$ cat src/rtl/shift_add_multiplier.sv
// 8x8 unsigned shift-add multiplier with BCD conversion
// and 7-segment scan output for a 1+4 digit display.
module shift_add_multiplier #(
    parameter int WIDTH    = 8,
    parameter int SCAN_DIV = 10
) (
    input  logic               clk_10kHz,
    input  logic               clrn,
    input  logic               start,
    input  logic [WIDTH-1:0]   a,
    input  logic [WIDTH-1:0]   b,
    input  logic               load_a,
    input  logic               load_b,
    output logic [2*WIDTH-1:0] p,
    output logic               done,
    output logic [19:0]        p_BCD,
    output logic [3:0]         scan_data_1,
    output logic               scan_en_1,
    output logic [3:0]         scan_data_0,
    output logic [3:0]         scan_en_0,
    output logic [6:0]         data_1_7seg,
    output logic [6:0]         data_0_7seg
);

    localparam int CW = $clog2(WIDTH + 1);
    localparam int PW = (SCAN_DIV > 1) ? $clog2(SCAN_DIV) : 1;
    localparam logic [CW-1:0] LAST_CNT = CW'(WIDTH);
    localparam logic [PW-1:0] LAST_PRE = PW'(SCAN_DIV - 1);
    localparam int DW = 20 + 2 * WIDTH;

    typedef enum logic [1:0] {IDLE, RUN, DONE} state_t;

    state_t             state;
    state_t             state_nxt;
    logic [WIDTH-1:0]   reg_a;
    logic [WIDTH-1:0]   reg_b;
    logic [2*WIDTH-1:0] mcand;
    logic [WIDTH-1:0]   mplier;
    logic [2*WIDTH-1:0] acc;
    logic [CW-1:0]      cnt;
    logic               start_q;
    logic               start_edge;
    logic               go;
    logic               finish;
    logic [PW-1:0]      prescale;
    logic [1:0]         idx;
    logic [DW-1:0]      dd;

    assign start_edge = start & ~start_q;
    assign go         = (state != RUN) && start_edge;
    assign finish     = (state == RUN) && (cnt == LAST_CNT);

    function automatic logic [6:0] seg7(input logic [3:0] d);
        logic [6:0] s;
        unique case (d)
            4'd0:    s = 7'h3F;
            4'd1:    s = 7'h06;
            4'd2:    s = 7'h5B;
            4'd3:    s = 7'h4F;
            4'd4:    s = 7'h66;
            4'd5:    s = 7'h6D;
            4'd6:    s = 7'h7D;
            4'd7:    s = 7'h07;
            4'd8:    s = 7'h7F;
            4'd9:    s = 7'h6F;
            default: s = 7'h00;
        endcase
        return s;
    endfunction

    // FSM state register
    always_ff @(posedge clk_10kHz) begin
        if (clrn) state <= IDLE;
        else      state <= state_nxt;
    end

    // FSM next state: start edges are only honoured outside RUN
    always_comb begin
        state_nxt = state;
        unique case (state)
            IDLE:    if (start_edge) state_nxt = RUN;
            RUN:     if (finish)     state_nxt = DONE;
            DONE:    if (start_edge) state_nxt = RUN;
            default: state_nxt = IDLE;
        endcase
    end

    // Operand registers, start edge detect and shift-add datapath
    always_ff @(posedge clk_10kHz) begin
        if (clrn) begin
            reg_a   <= '0;
            reg_b   <= '0;
            mcand   <= '0;
            mplier  <= '0;
            acc     <= '0;
            cnt     <= '0;
            p       <= '0;
            done    <= 1'b0;
            start_q <= 1'b0;
        end else begin
            start_q <= start;
            if (load_a) reg_a <= a;
            if (load_b) reg_b <= b;
            if (go) begin
                mcand  <= {{WIDTH{1'b0}}, reg_a};
                mplier <= reg_b;
                acc    <= '0;
                cnt    <= '0;
                done   <= 1'b0;
            end else if (finish) begin
                p    <= acc;
                done <= 1'b1;
            end else if (state == RUN) begin
                if (mplier[0]) acc <= acc + mcand;
                mcand  <= mcand << 1;
                mplier <= mplier >> 1;
                cnt    <= cnt + 1'b1;
            end
        end
    end

    // Double-dabble binary to BCD of the product register
    always_comb begin
        dd = {20'b0, p};
        for (int i = 0; i < 2 * WIDTH; i++) begin
            for (int d = 0; d < 5; d++) begin
                if (dd[2*WIDTH+4*d +: 4] >= 4'd5)
                    dd[2*WIDTH+4*d +: 4] = dd[2*WIDTH+4*d +: 4] + 4'd3;
            end
            dd = dd << 1;
        end
        p_BCD = dd[DW-1 -: 20];
    end

    // Display-0 prescaler and digit index; display-1 enable
    always_ff @(posedge clk_10kHz) begin
        if (clrn) begin
            prescale  <= '0;
            idx       <= '0;
            scan_en_1 <= 1'b0;
        end else begin
            scan_en_1 <= 1'b1;
            if (prescale == LAST_PRE) begin
                prescale <= '0;
                idx      <= idx + 1'b1;
            end else begin
                prescale <= prescale + 1'b1;
            end
        end
    end

    assign scan_en_0   = 4'b0001 << idx;
    assign scan_data_0 = p_BCD[{idx, 2'b00} +: 4];
    assign scan_data_1 = p_BCD[19:16];
    assign data_0_7seg = seg7(scan_data_0);
    assign data_1_7seg = seg7(scan_data_1);

endmodule

$ cat config.mk
export PLATFORM = sky130hd
export DESIGN_NAME = shift_add_multiplier
export DESIGN_NICKNAME = d
export VERILOG_FILES = /design/src/rtl/shift_add_multiplier.sv
export SDC_FILE = /design/constraint.sdc
export NUM_CORES = 1
export LEC_CHECK = 0
export CORE_ASPECT_RATIO = 1.2
export CORE_MARGIN = 2
export CORE_UTILIZATION = 50
export DETAILED_ROUTE_END_ITERATION = 8
export PLACE_DENSITY_LB_ADDON = 0.05
export SETUP_SLACK_MARGIN = 0.5
export SYNTH_ARGS = -nofsm -noshare
export SYNTH_HDL_FRONTEND = slang
export SYNTH_SLANG_ARGS = --single-unit
$ cat constraint.sdc
create_clock -name clk_10kHz -period 26.8 [get_ports clk_10kHz]
set_input_delay 4.02 -clock clk_10kHz [delete_from_list [all_inputs] [get_ports clk_10kHz]]
set_output_delay 4.02 -clock clk_10kHz [all_outputs]
set_load 0.005 [all_outputs]
==> flow_summary.toml <==
[synthesis]
avgSynthCellArea_sq_um = 7.31
synth-async-reset-ratio_pct = 0
synth_area_sq_um = 10400
ys_types = 124
synth_edf_count = 0
synthFlopType = "dfxtp_1"
yosysWarningCount = 0
synth_top_area_share_pct = 16.8
ys_ff_latch = 87
netlist_top_cells_area = "dfxtp_1, ha_1, a21oi_1"
synth_cells = 1418
synth_seq_area_share_pct = 16.8
synth_area_leader_cell = "dfxtp_1"
synth.net_count = 1507

[worst_setup_path]
crit_path_start = "p[13]"
crit_arrival_ns = 15.62
worst_setup_path_end_kind = "output port"
crit_required_ns = 22.78
slowest_stage = "dfxtp_1"
max_stage_delay_ns = 0.69
critPathKind = "register to output port"
rr_startpoint = "acc[1]"
cp_common_cell = "ha_1"
crit_path_start_kind = "register"
worst-path-max-fanout = 16

[cts]
hold_buffers = 0
cts_setup_buffers = 0
clkLatencyLatePin_ns = 0.34
cts_tree = "yes"
cts_root_buf = "clkbuf_16"
cts.sinks = 87
cts-resized-gates = 0
cts_buffer_depth = 2
htree_num_levels = 3
cts_made_buffers = 9
clk_pin_slew_ns = 0.06

[timing]
tightest_slew_ns = 1.03
post-route-period-util_pct = 73.3
finalSetupTns_ns = 0
finalHoldViolCount = 0
report.final.slew_viol_count = 0
setup_viol = 0
rsz0062_at_grt = "false"
clock_skew_ns = 0.00603
slew_headroom_pct = 31.6
layout_min_cycle_time_ns = 19.64
fmax_mhz = 50.9

[grt]
grt_max_degree = 58
antenna_found_initial = 0
grt_pass1_wl_um = 43800
track_usage_pct = 23.2
overflow = 0
grt_pass1_vias = 9474

[min_path]
hp-class = "register to register"
min-delay-start = "mplier[4]"

[route]
routed_wl_um = 25900
drc = 0
vias = 10600
dr.first_iter.drc_count = 585
routedWlPerCell_um = 15.1
vias_per_cell = 6.15
ant_nets = 0
dr.pass1.iters = 5

[floorplan]
die_area_sq_um = 21900
die-height_um = 162
start_util_pct = 51.0
core_area_sq_um = 20300
die_w_um = 135
rows = 57
ios = 85

[power_and_ir_drop]
p_per_area_nw_per_um2 = 23.3
peakVddDrop_uv = 49.6
p_leak_uw = 0.00448

[final_layout]
seq_area_sq_um = 1740
final_cell_mix = "nor2_1, nand2_1, a21oi_1"
fin_area_sq_um = 11600
utilization_pct = 56.9
multi_input_area_sq_um = 8000
final_common_cell = "nor2_1"
drive_gt1_share_pct = 9.57
nFillCells = 1944
area_delta_synth_final_pct = 11.5
finalNetCount = 1537
antenna_cells = 0

[placement]
gp_congestion = 0.930
dp_hpwl_um = 19600
dpl_cell_area_sq_um = 11300
io_buffers = 84

[run]
maxCapViolations = 0

[outcome]
status = "finished clean"
-- metrics by stage --
step / hold slack [ns] / setup WS [ns] / power [uW] / instances
3_5_place_dp: 0.447 / 7.67 / 156 / 1702
3_3_place_gp: 0.443 / 8.20 / 156 / 1702
4_1_cts: 0.456 / 7.27 / 273 / 1718
2_1_floorplan: 0.431 / 9.87 / 149 / 1418
5_1_grt: 0.482 / 5.63 / 280 / 1718
6_report: 0.456 / 7.16 / 269 / 1718
-- synthesized netlist by cell type (12+ instances only) --
cell type / count
o22ai_1: 24
clkbuf_1: 56
mux2i_1: 40
inv_1: 70
a211oi_1: 23
xnor2_1: 31
nor2_1: 158
a21o_1: 14
ha_1: 67
a31o_2: 12
nand2_1: 148
a31oi_1: 16
nand3_1: 45
o21ai_0: 55
dfxtp_1: 87
and2_1: 16
a22oi_1: 16
o21bai_1: 14
a21oi_1: 132
nor3_1: 41
o211ai_1: 13
-- critical path, delay by kind of cell, from the launching register on --
family          cells  cell delay, ns
xor+xnor            6            1.67
compound gates     22            4.62
mux                 2            0.51
simple gates       10            2.93
fa+ha+maj          13            3.35
flops               1            0.69
buf+inv            10            1.46
-- per-layer routing --
layer  GRT usage, %  vias up  share of wire, %  wire, um
met4           5.68        0               1.6       403
met3           2.34       38               3.7       965
met2           42.4      262                51     13100
met1           29.0     4889                44     11500
met5              0        -                 0         0
li1               -     5369                 -         -
-- cells by family after synthesis --
group	share of synthesized area, %
AOI/OAI and AO/OA	36.5
xor gates and xnor gates	4.13
adders and majority gates	8.37
buffers and inverters	6.10
DFF	16.8
muxes	5.48
and+or+nand+nor	22.6
-- worst paths after layout --
| check | depth (start not counted) | slack, ns | endpoint |
|---|---|---|---|
| setup / recovery | 63 | 7.16 | data_0_7seg[2] |
| hold / removal | 2 | 0.46 | mplier[4] |
| setup reg to reg | 18 | 23.29 | acc[15] |
| hold reg to reg | 2 | 0.46 | mplier[4] |
-- power by group --
| group | internal [uW] | switching (uW) | total, uW |
|---|---|---|---|
| logic | 7.42 | 10.4 | 17.8 |
| registers | 133 | 2.30 | 135 |
| clock network | 65.7 | 50.7 | 116 |
-- registers in the layout, indices dropped and copies added, names as in the netlist --
register / count
acc: 16
cnt: 4
done: 1
idx: 2
mcand: 16
mplier: 8
p: 16
prescale: 4
reg_a: 8
reg_b: 8
scan_en_1: 1
start_q: 1
state: 2
-- layout make-up --
cell class,instances,area share [%]
clock buffers,10,2.07
flip-flops and latches,87,15.1
inverters,82,2.71
multi-input cells,1176,69.2
repair buffers,92,7.75
clock inverters,6,0.379
well taps,265,2.87
(Power assumes the default switching activity.)
